$ cat src/rtl/alarm_key_entry_if.sv
// Keypad-side bus of the alarm clock key entry block: key/button inputs,
// buffered digits, load strobes and display-select flags.
interface alarm_key_entry_if;
  logic       one_second;
  logic       key_valid;
  logic [3:0] key;
  logic       alarm_button;
  logic       time_button;
  logic [3:0] key_buffer_ms_hr;
  logic [3:0] key_buffer_ls_hr;
  logic [3:0] key_buffer_ms_min;
  logic [3:0] key_buffer_ls_min;
  logic       load_new_alarm;
  logic       load_new_time;
  logic       show_new_time;
  logic       show_alarm;

  // master drives the keypad/buttons; slave is the key entry block
  modport master (
    output one_second, key_valid, key, alarm_button, time_button,
    input  key_buffer_ms_hr, key_buffer_ls_hr, key_buffer_ms_min, key_buffer_ls_min,
    input  load_new_alarm, load_new_time, show_new_time, show_alarm
  );

  modport slave (
    input  one_second, key_valid, key, alarm_button, time_button,
    output key_buffer_ms_hr, key_buffer_ls_hr, key_buffer_ms_min, key_buffer_ls_min,
    output load_new_alarm, load_new_time, show_new_time, show_alarm
  );
endinterface

$ cat src/rtl/alarm_key_entry.sv
// Alarm clock keypad front end: shifts decimal digits into an HH:MM buffer and
// sequences alarm/time loads, display selection and stale-entry timeout.
module alarm_key_entry #(
  parameter int unsigned TIMEOUT_SECONDS = 10
) (
  input  logic              clock,
  input  logic              reset,
  alarm_key_entry_if.slave  bus
);

  typedef enum logic [2:0] {
    S_IDLE,
    S_ENTRY,
    S_LOAD_ALARM,
    S_LOAD_TIME,
    S_WAIT_RELEASE,
    S_SHOW_ALARM
  } state_e;

  localparam logic [7:0] TIMEOUT_LAST = 8'(TIMEOUT_SECONDS - 1);
  localparam logic [2:0] FULL_COUNT   = 3'd4;

  state_e      state_q, state_d;
  logic [15:0] buffer_q, buffer_d;   // {ms_hr, ls_hr, ms_min, ls_min}
  logic [2:0]  count_q, count_d;
  logic [7:0]  timer_q, timer_d;

  logic digit_ok;
  logic any_button;

  assign digit_ok   = bus.key_valid && (bus.key <= 4'd9);
  assign any_button = bus.alarm_button || bus.time_button;

  // NOTE: every variable gets a default before the case so no path leaves it
  // unassigned; otherwise always_comb would infer a latch.
  always_comb begin
    state_d  = state_q;
    buffer_d = buffer_q;
    count_d  = count_q;
    timer_d  = timer_q;

    unique case (state_q)
      S_IDLE: begin
        if (digit_ok) begin
          buffer_d = {12'h000, bus.key};
          count_d  = 3'd1;
          timer_d  = 8'd0;
          state_d  = S_ENTRY;
        end else if (bus.alarm_button) begin
          state_d = S_SHOW_ALARM;
        end
      end

      S_ENTRY: begin
        if (any_button) begin
          timer_d = 8'd0;
          if (count_q == FULL_COUNT) begin
            state_d = bus.alarm_button ? S_LOAD_ALARM : S_LOAD_TIME;
          end else begin
            // Short entry aborts; parking in WAIT_RELEASE keeps a still-held
            // alarm button from dropping straight into SHOW_ALARM.
            buffer_d = 16'h0000;
            count_d  = 3'd0;
            state_d  = S_WAIT_RELEASE;
          end
        end else if (digit_ok) begin
          buffer_d = {buffer_q[11:0], bus.key};
          count_d  = (count_q == FULL_COUNT) ? FULL_COUNT : count_q + 3'd1;
          timer_d  = 8'd0;
        end else if (bus.one_second) begin
          if (timer_q == TIMEOUT_LAST) begin
            buffer_d = 16'h0000;
            count_d  = 3'd0;
            timer_d  = 8'd0;
            state_d  = S_IDLE;
          end else begin
            timer_d = timer_q + 8'd1;
          end
        end
      end

      S_LOAD_ALARM, S_LOAD_TIME: begin
        state_d = S_WAIT_RELEASE;
      end

      S_WAIT_RELEASE: begin
        if (!any_button) begin
          buffer_d = 16'h0000;
          count_d  = 3'd0;
          state_d  = S_IDLE;
        end
      end

      S_SHOW_ALARM: begin
        if (!bus.alarm_button) state_d = S_IDLE;
      end

      default: state_d = S_IDLE;
    endcase
  end

  // NOTE: state registers use non-blocking assignments so every flop samples
  // the pre-edge value of every other flop.
  always_ff @(posedge clock) begin
    if (reset) begin
      state_q  <= S_IDLE;
      buffer_q <= 16'h0000;
      count_q  <= 3'd0;
      timer_q  <= 8'd0;
    end else begin
      state_q  <= state_d;
      buffer_q <= buffer_d;
      count_q  <= count_d;
      timer_q  <= timer_d;
    end
  end

  assign bus.key_buffer_ms_hr  = buffer_q[15:12];
  assign bus.key_buffer_ls_hr  = buffer_q[11:8];
  assign bus.key_buffer_ms_min = buffer_q[7:4];
  assign bus.key_buffer_ls_min = buffer_q[3:0];

  assign bus.load_new_alarm = (state_q == S_LOAD_ALARM);
  assign bus.load_new_time  = (state_q == S_LOAD_TIME);
  assign bus.show_new_time  = (state_q == S_ENTRY);
  assign bus.show_alarm     = (state_q == S_SHOW_ALARM);

endmodule

$ cat src/flat_wrapper.sv
// flat-port wrapper written by rule: the top's interface ports become plain ports
module alarm_key_entry_flat 
#(
  parameter int unsigned TIMEOUT_SECONDS = 10
)
  (clock, reset, bus_one_second, bus_key_valid, bus_key, bus_alarm_button, bus_time_button, bus_key_buffer_ms_hr, bus_key_buffer_ls_hr, bus_key_buffer_ms_min, bus_key_buffer_ls_min, bus_load_new_alarm, bus_load_new_time, bus_show_new_time, bus_show_alarm);
  alarm_key_entry_if bus_i ();
  input  logic clock;
  input  logic reset;
  input wire logic [$bits(bus_i.one_second)-1:0] bus_one_second;
  input wire logic [$bits(bus_i.key_valid)-1:0] bus_key_valid;
  input wire logic [$bits(bus_i.key)-1:0] bus_key;
  input wire logic [$bits(bus_i.alarm_button)-1:0] bus_alarm_button;
  input wire logic [$bits(bus_i.time_button)-1:0] bus_time_button;
  output wire logic [$bits(bus_i.key_buffer_ms_hr)-1:0] bus_key_buffer_ms_hr;
  output wire logic [$bits(bus_i.key_buffer_ls_hr)-1:0] bus_key_buffer_ls_hr;
  output wire logic [$bits(bus_i.key_buffer_ms_min)-1:0] bus_key_buffer_ms_min;
  output wire logic [$bits(bus_i.key_buffer_ls_min)-1:0] bus_key_buffer_ls_min;
  output wire logic [$bits(bus_i.load_new_alarm)-1:0] bus_load_new_alarm;
  output wire logic [$bits(bus_i.load_new_time)-1:0] bus_load_new_time;
  output wire logic [$bits(bus_i.show_new_time)-1:0] bus_show_new_time;
  output wire logic [$bits(bus_i.show_alarm)-1:0] bus_show_alarm;
  assign bus_i.one_second = bus_one_second;
  assign bus_i.key_valid = bus_key_valid;
  assign bus_i.key = bus_key;
  assign bus_i.alarm_button = bus_alarm_button;
  assign bus_i.time_button = bus_time_button;
  assign bus_key_buffer_ms_hr = bus_i.key_buffer_ms_hr;
  assign bus_key_buffer_ls_hr = bus_i.key_buffer_ls_hr;
  assign bus_key_buffer_ms_min = bus_i.key_buffer_ms_min;
  assign bus_key_buffer_ls_min = bus_i.key_buffer_ls_min;
  assign bus_load_new_alarm = bus_i.load_new_alarm;
  assign bus_load_new_time = bus_i.load_new_time;
  assign bus_show_new_time = bus_i.show_new_time;
  assign bus_show_alarm = bus_i.show_alarm;
  alarm_key_entry #(.TIMEOUT_SECONDS(TIMEOUT_SECONDS)) u_core (.clock(clock), .reset(reset), .bus(bus_i));
endmodule
$ cat config.mk
export PLATFORM = sky130hd
export DESIGN_NAME = alarm_key_entry_flat
export DESIGN_NICKNAME = d
export VERILOG_FILES = /design/src/rtl/alarm_key_entry_if.sv /design/src/rtl/alarm_key_entry.sv /design/src/flat_wrapper.sv
export SDC_FILE = /design/constraint.sdc
export NUM_CORES = 1
export LEC_CHECK = 0
export ABC_AREA = 0
export CAP_MARGIN = 25
export CELL_PAD_IN_SITES_DETAIL_PLACEMENT = 0
export CELL_PAD_IN_SITES_GLOBAL_PLACEMENT = 1
export CORE_MARGIN = 5
export CORE_UTILIZATION = 38
export CTS_BUF_LIST = sky130_fd_sc_hd__clkbuf_16
export DETAILED_ROUTE_END_ITERATION = 10
export HOLD_SLACK_MARGIN = 0.06
export PLACE_DENSITY = 0.76
export SLEW_MARGIN = 20
export SYNTH_ARGS = -nofsm -noshare
export SYNTH_HDL_FRONTEND = slang
export SYNTH_SLANG_ARGS = --single-unit
$ cat constraint.sdc
create_clock -name clock -period 2.7 [get_ports clock]
set_clock_uncertainty 0.15 [all_clocks]
set_input_delay 0.405 -clock clock [delete_from_list [all_inputs] [get_ports clock]]
set_output_delay 0.405 -clock clock [all_outputs]
set_load 0.005 [all_outputs]
==> results.ini, run 1 <==
[clock_tree]
post_cts_resized = 0
cts_made_buffers = 5
tritoncts = done
clk_latency_ns = 0.27
clk_root_buffer_cell = clkbuf_16
h-tree-depth = 2
clkTransAtPathRegs_ns = 0.05
clock-sinks = 30
postCtsSetupBuffers = 0
cts_max_path_buffers = 2
ctsHoldBuffers = 0

[route]
vias_per_cell = 5.36
drt_iter0_markers = 95
antenna_left = 0
route.detailed.drc = 0
detailroute.via_count = 1389
wl_per_cell_um = 13.4
firstDrtPassIters = 4
wirelength_um = 3480

[pwr]
p_leak_nw = 0.722
p_per_area_mw_per_mm2 = 767
power_w = 0.00160
vdd_drop_max_mv = 0.363

[global_route]
grt_max_degree = 26
grt_pass1_wl_um = 5830
grt_use_total = 0.138
grt_pass1_vias = 1317
grt_overflow = 0
antenna_found_initial = 0

[setup_path]
rr_worst_depth = 8
timing.critical_path.required_ns = 2.14
worstPathCellList = or3b_4 > inv_1 > clkdlybuf4s50_1
rr_startpoint = u_core.timer_q[1]
critical_path.endpoint_type = output port
cp-start-kind = register
slowest_delay_ns = 0.53
path_buf_inv = 2
r2r_end = u_core.timer_q[4]
path_class = register to output port
reg2reg_slack_ns = 0.48
crit_family = buffers and inverters
worstPathArrival_ns = 1.82
critPathMaxFanout = 12
cp_slowest_cell = clkdlybuf4s50_1

[layout]
antennaDiodeCount = 0
design_area_mm2 = 0.00208
area_growth_pct = 36.6
fin_nets = 223
utilization = 0.528
fillers = 347
drive_above_1_share = 0.120

[placement]
dpl_cell_area_mm2 = 0.00192
placement.io_buffers = 29
pre_cts_ws_ns = 0.151
gp_congestion = 0.789
dp_hpwl_um = 2650

[die]
die_area_mm2 = 0.00538
initial_utilization = 0.387
io_pins = 30
dieHeight_um = 73.3
core-area_mm2 = 0.00394
fp-row-count = 23
die-width_um = 73.3

[timing]
fin_crit_ns = 2.37
relSlewSlack = 0.649
worst_pin_slew_ns = 0.523
rsz0062_at_grt = no
finalSetupTns_ns = 0
layout_setup_ws_ns = 0.330
slew_violations = 0
timing.final.hold_violations = 0
max_freq_mhz = 422
setup_viol = 0
fin_crit_sh = 0.878

[synthesis]
synth-xor-area-share = 0.0345
synthAdderAreaFrac = 0.0328
ys_top_cells_by_area = dfxtp_1 (39%), nand2b_1 (4.5%), nor2_1 (3.9%)
synth_top_area_cell = dfxtp_1
synth_compound_area_frac = 0.233
seq_area_frac_synth = 0.394
yosys_warnings = 0
synthSimpleGateAreaFrac = 0.249
synth.avg_cell_area_um2 = 8.91
synth_cell_type_count = 47
syn_area_mm2 = 0.00152
synth_edf_count = 0
synth_ff_type = dfxtp_1
ys_async_sr_fraction = 0
synth_nets = 185
synth_seq_cells = 30
synth_top_family_by_area = simple AND/OR/NAND/NOR gates
syn_inst = 171
synth_mux_area_frac = 0
yosysTopAreaCellShare = 0.394

[outcome]
outcome = finished clean

[min_path]
min_from = u_core.buffer_q[15]
hold_path_end = u_core.buffer_q[15]
whs_path_depth = 1
hold_class = register to register

[run]
maxCapViolCount = 0

layout by cell type, fill, tap and decap left out, types with 2 or more instances in the layout:
master and n:
nor4b_1 2, o21ai_0 4, nand4_1 9, o32ai_1 4, nor3_1 3, o22ai_1 4, nand2b_1 11, nor3b_1 2
and3b_1 2, clkdlybuf4s50_1 29, a21oi_1 6, ha_1 4, a31oi_1 4, buf_4 10, nor2_1 16, a22o_1 4
or3_1 2, dfxtp_1 30, nand3_1 3, xnor2_1 5, o21ai_1 6, nor2b_1 2, inv_1 10, a211oi_2 2
clkbuf_16 5, nand2_1 6
metal layers:
metal,part of all wire,vias up,track usage
met5,0,-,0
met4,0.018,0,0.0664
met3,0.049,7,0.0383
met2,0.48,30,0.222
met1,0.45,641,0.170
li1,-,711,-
cell families after synthesis:
| family | count (synthesis) |
|---|---|
| AO/OA/AOI/OAI | 46 |
| XOR/XNOR | 6 |
| adder cells (fa/ha/maj) | 4 |
| buffers and inverters | 19 |
| flip-flops | 30 |
| AND/OR/NAND/NOR | 66 |
stage by stage:
stage	cells	hold WS (ns)
global placement	252	0.310
global route	259	0.355
detailed placement	252	0.316
CTS	259	0.328
floorplan	171	0.325
finish	259	0.321
area by class of cell:
| class | instances | area [µm²] | share of cell area |
|---|---|---|---|
| clock buffer | 5 | 125 | 0.0601 |
| clock inverter | 2 | 33.8 | 0.0162 |
| inverter | 10 | 37.5 | 0.0180 |
| multi-input combinational | 122 | 837 | 0.402 |
| sequential | 30 | 601 | 0.288 |
| tap | 50 | 62.6 | 0.0300 |
| timing repair buffer | 40 | 385 | 0.185 |
Yosys cell counts (all sizes together) (2+ instances only):
| cell type | number |
|---|---|
| nand2 | 6 |
| nand2b | 11 |
| nor2 | 16 |
| ha | 4 |
| dfxtp | 30 |
| nor3 | 3 |
| buf | 3 |
| nand4 | 9 |
| and3b | 2 |
| nor4b | 2 |
| xnor2 | 5 |
| o22ai | 4 |
| nor3b | 2 |
| a21oi | 6 |
| nor2b | 2 |
| clkbuf | 6 |
| inv | 10 |
| o32ai | 5 |
| a22o | 4 |
| a311oi | 2 |
| a211oi | 3 |
| a31oi | 4 |
| or3 | 2 |
| nand3 | 3 |
| o21ai | 11 |
flip-flops by register name (all words and copies together) (netlist names):
| register | cells |
|---|---|
| u_core.buffer_q | 16 |
| u_core.timer_q | 8 |
| u_core.count_q | 3 |
| u_core.state_q | 3 |
worst max path at each step:
stage	startpoint	endpoint	slack (ns)	depth (start not counted)
floorplan	u_core.timer_q[0]	u_core.buffer_q[4]	0.47	8
global placement	bus_time_button	u_core.buffer_q[14]	0.20	6
detailed placement	bus_time_button	u_core.count_q[1]	0.15	7
CTS	u_core.state_q[1]	bus_show_new_time	0.33	3
global route	u_core.state_q[1]	bus_show_new_time	0.25	3
finish	u_core.state_q[1]	bus_show_new_time	0.33	3
power breakdown:
part	internal [W]	total (W)	leakage, nW	switching [W]
combinational	0.000230	0.000479	0.402	0.000249
sequential	0.000482	0.000513	0.243	0.0000303
clock	0.000425	0.000604	0.0773	0.000179
total	0.00114	0.00160	0.722	0.000459
No activity file was read; power rests on OpenSTA's default activity.
==> run 2: changes to the inputs <==
Settings changed: CORE_MARGIN 5 to 3, CORE_UTILIZATION 38 to 41, PLACE_DENSITY 0.76 to not set, PLACE_DENSITY_LB_ADDON set to 0.3.
Clock period 2.7 ns to 3 ns, I/O delays scaled along.
==> results.ini, run 2 (same netlist as run 1, synthesis figures left out) <==
[die]
dieHeight_um = 67.0  ; -8.7%
initial_utilization = 0.439  ; +0.0529
core-area_mm2 = 0.00347  ; -12%
die_area_mm2 = 0.00448  ; -17%
die-width_um = 67.0  ; -8.7%
fp-row-count = 21  ; -8.7%
io_pins = 30  ; unchanged

[route]
drt_iter0_markers = 97  ; +2.1%
detailroute.via_count = 1405  ; +1.2%
vias_per_cell = 5.58  ; +4.0%
route.detailed.drc = 0  ; unchanged
wl_per_cell_um = 14.3  ; +6.7%
wirelength_um = 3610  ; +3.8%
antenna_left = 0  ; unchanged
firstDrtPassIters = 4  ; unchanged

[placement]
dp_hpwl_um = 2630  ; -0.63%
gp_congestion = 0.799  ; +1.3%
placement.io_buffers = 29  ; unchanged

[timing]
fin_crit_sh = 0.819
rsz0062_at_grt = no
worst_pin_slew_ns = 0.648  ; +0.125 ns
setup_viol = 0  ; unchanged
relSlewSlack = 0.562  ; -0.0873
slew_violations = 0  ; unchanged
finalSetupTns_ns = 0  ; unchanged
whs_ns = 0.328  ; +0.00692 ns
fin_crit_ns = 2.46
max_freq_mhz = 407
timing.final.hold_violations = 0  ; unchanged

[clock_tree]
tritoncts = done
postCtsSetupBuffers = 0  ; unchanged
cts_made_buffers = 5  ; unchanged
h-tree-depth = 2  ; unchanged
clkTransAtPathRegs_ns = 0.05  ; about the same
clk_root_buffer_cell = clkbuf_16
clk_latency_ns = 0.27  ; about the same
ctsHoldBuffers = 0  ; unchanged
clock-sinks = 30  ; unchanged
cts_max_path_buffers = 2  ; unchanged
post_cts_resized = 0  ; unchanged

[layout]
largest_reg_flops = 16  ; unchanged
layout_commonest_cell = dfxtp_1
area_growth_pct = 34.0
top_register = u_core.buffer_q
fin_nets = 220  ; -1.3%
mostFrequentLayoutCells = dfxtp_1 (30), clkdlybuf4s50_1 (29), nor2_1 (16)
multi_input_area_um2 = 837  ; unchanged
drive_above_1_share = 0.107  ; -0.0128
final-seq-area_um2 = 601  ; unchanged
fillers = 309  ; -11%
utilization = 0.589  ; +0.0607
largestRegisters = u_core.buffer_q (16), u_core.timer_q (8)
antennaDiodeCount = 0  ; unchanged

[setup_path]
critPathMaxFanout = 13  ; +1
timing.critical_path.required_ns = 2.40  ; +0.26 ns
critical_path.endpoint_type = output port
cp-start-kind = register
worstPathArrival_ns = 1.86  ; +0.04 ns
slowest_delay_ns = 0.53  ; about the same
path_class = register to output port
reg2reg_slack_ns = 0.55  ; +0.07 ns
cp_slowest_cell = clkdlybuf4s50_1
crit_family = buffers and inverters
path_buf_inv = 2  ; unchanged
worstPathCellList = or3b_4 > inv_1 > clkdlybuf4s50_1

[pwr]
p_leak_nw = 0.702  ; -2.7%
vdd_drop_max_mv = 0.297  ; -18%
p_per_area_mw_per_mm2 = 693  ; -9.6%

[global_route]
grt_overflow = 0  ; unchanged
grt_pass1_vias = 1344  ; +2.1%
grt_max_degree = 18  ; -31%
grt_use_total = 0.183  ; +0.0445
antenna_found_initial = 0  ; unchanged
grt_pass1_wl_um = 6230  ; +6.9%

[outcome]
outcome = finished clean

[run]
maxCapViolCount = 0  ; unchanged

[min_path]
hold_class = register to register

## run 2: metrics by stage
step	area (µm²)	worst slack (ns)	instances	total power, W
6_report	2040	0.542	252	0.00142
5_1_grt	2040	0.336	252	0.00149
4_1_cts	2040	0.554	252	0.00142
3_5_place_dp	1880	0.334	245	0.000870
3_3_place_gp	1880	0.397	245	0.000860
2_1_floorplan	1520	0.768	171	0.000744
## run 2: layer usage
metal,wire [µm],up-vias,track usage
met4,48,0,0.0684
met1,1520,671,0.219
met5,0,-,0
met2,1910,29,0.311
met3,138,5,0.0472
li1,-,700,-
## run 2: area by class of cell
type | count | share of cell area
Timing Repair Buffer | 37 | 0.172
Clock buffer | 5 | 0.0613
Multi-Input combinational cell | 122 | 0.410
Inverter | 10 | 0.0184
Clock inverter | 2 | 0.0165
Tap cell | 46 | 0.0282
Sequential cell | 30 | 0.294
## run 2: power by group
part           internal, W  total [W]  switching [W]
sequential        0.000434   0.000470      0.0000361
combinational     0.000182   0.000399       0.000216
clock             0.000383   0.000546       0.000163
## run 2: worst paths after layout
path | depth (start not counted) | start | end
min | 1 | u_core.buffer_q[12] | u_core.buffer_q[12]
max reg2reg | 6 | u_core.timer_q[0] | u_core.buffer_q[13]
max | 3 | u_core.state_q[2] | bus_show_new_time
min reg2reg | 1 | u_core.buffer_q[12] | u_core.buffer_q[12]
==> run 3: changes to the inputs <==
Settings changed: CORE_UTILIZATION 41 to 34.
Clock period 3 ns to 2.2 ns, I/O delays scaled along.
==> results.ini, run 3 (same netlist as run 1, synthesis figures left out) <==
[route]
wirelength_um = 3710  ; +2.5%
wl_per_cell_um = 13.7  ; -4.6%
vias_per_cell = 5.31  ; -4.7%
detailroute.via_count = 1440  ; +2.5%
firstDrtPassIters = 4  ; unchanged
route.detailed.drc = 0  ; unchanged
antenna_left = 0  ; unchanged
drt_iter0_markers = 71  ; -27%

[layout]
instances_no_fill = 271  ; +7.5%
fin_nets = 234  ; +6.4%
final-seq-area_um2 = 602  ; +0.21%
drive_above_1_share = 0.190  ; +0.0832
mostFrequentLayoutCells = clkdlybuf4s50_1 (29), dfxtp_1 (29), buf_4 (22)
multi_input_area_um2 = 861  ; +2.8%
utilization = 0.518  ; -0.0712
largestRegisters = u_core.buffer_q (16), u_core.timer_q (8)
antennaDiodeCount = 0  ; unchanged
fillers = 385  ; +25%
area_growth_pct = 41.7
largest_reg_flops = 16  ; unchanged
top_register = u_core.buffer_q

[die]
dieHeight_um = 73.0  ; +8.9%
die-width_um = 73.0  ; +8.9%
core-area_mm2 = 0.00417  ; +20%
initial_utilization = 0.365  ; -0.0742
fp-row-count = 23  ; +9.5%
die_area_mm2 = 0.00532  ; +19%
io_pins = 30  ; unchanged

[clock_tree]
clkTransAtPathRegs_ns = 0.05  ; about the same
h-tree-depth = 2  ; unchanged
cts_made_buffers = 5  ; unchanged
tritoncts = done
clock-sinks = 30  ; unchanged
cts_max_path_buffers = 2  ; unchanged
clk_latency_ns = 0.27  ; about the same
clk_root_buffer_cell = clkbuf_16

[timing]
slew_violations = 0  ; unchanged
setup_viol = 0  ; unchanged
whs_ns = 0.327  ; -0.000493 ns
fin_crit_sh = 0.950
relSlewSlack = 0.758  ; +0.196
rsz0062_at_grt = no
fin_crit_ns = 2.09
layout_setup_ws_ns = 0.110  ; -0.432 ns
worst_pin_slew_ns = 0.363  ; -0.285 ns
timing.final.hold_violations = 0  ; unchanged
max_freq_mhz = 479

[outcome]
outcome = finished clean

[run]
maxCapViolCount = 0  ; unchanged

[placement]
pre_cts_ws_ns = -0.149  ; -0.483 ns
dp_hpwl_um = 2810  ; +6.5%
place_inst = 262  ; +6.9%
gp_congestion = 0.782  ; -2.2%
placement.io_buffers = 29  ; unchanged

[setup_path]
timing.critical_path.required_ns = 1.72  ; -0.68 ns
critical_path.endpoint_type = output port
cp-start-kind = register
worstPathArrival_ns = 1.61  ; -0.25 ns
critPathMaxFanout = 4  ; -9
path_class = register to output port

[pwr]
vdd_drop_max_mv = 0.439  ; +48%
p_per_area_mw_per_mm2 = 880  ; +27%
power_w = 0.00190  ; +34%
p_leak_nw = 0.767  ; +9.2%

[global_route]
grt_pass1_wl_um = 6340  ; +1.8%
grt_overflow = 0  ; unchanged
grt_use_total = 0.154  ; -0.0286
antenna_found_initial = 0  ; unchanged
grt_pass1_vias = 1385  ; +3.1%
grt_max_degree = 16  ; -2

[min_path]
hold_class = register to register

==> run 3: worst paths after layout <==
path	endpoint	depth (start not counted)	start	slack (ns)
worst max-delay path	bus_show_new_time	3	u_core.state_q[2]	0.11
worst min-delay path	u_core.buffer_q[13]	1	u_core.buffer_q[13]	0.33
worst max register to register	u_core.timer_q[4]	7	u_core.timer_q[1]	0.19
worst min register to register	u_core.buffer_q[13]	1	u_core.buffer_q[13]	0.33
==> run 3: timing repair <==
action,in CTS,in global routing
setup buffers,0,1
hold buffers,0,0
endpoints found under the setup margin,0,17
resized for setup,0,5
==> run 3: area by class of cell <==
type	instances	share of cell area
clock inverters	3	0.00753
well taps	50	0.0290
repair buffers	51	0.211
inverters	10	0.0174
multi-input cells	122	0.399
flip-flops and latches	30	0.279
clock buffers	5	0.0579
==> run 3: power breakdown <==
part | leakage [nW] | switching (W) | internal, W
clock | 0.0672 | 0.000236 | 0.000412
combinational | 0.456 | 0.000322 | 0.000304
sequential | 0.244 | 0.0000345 | 0.000592
total | 0.767 | 0.000592 | 0.00131
==> run 3: per-layer routing <==
| metal | part of all wire | global-route usage |
|---|---|---|
| met5 | 0 | 0 |
| met4 | 0.014 | 0.0717 |
| met3 | 0.049 | 0.0468 |
| met2 | 0.48 | 0.242 |
| met1 | 0.46 | 0.193 |
==> run 3: through the flow <==
stage,instance area (µm²),TNS [ns]
2_1_floorplan,1530,0
3_3_place_gp,1990,-1.77
3_5_place_dp,1990,-2.32
4_1_cts,2130,0
5_1_grt,2160,0
6_report,2160,0
==> run 3: worst max-delay path: stages (launching register included) <==
cell             delay, ns
dfxtp_1               0.31
or3b_4                0.43
inv_2                 0.10
clkdlybuf4s50_1       0.50
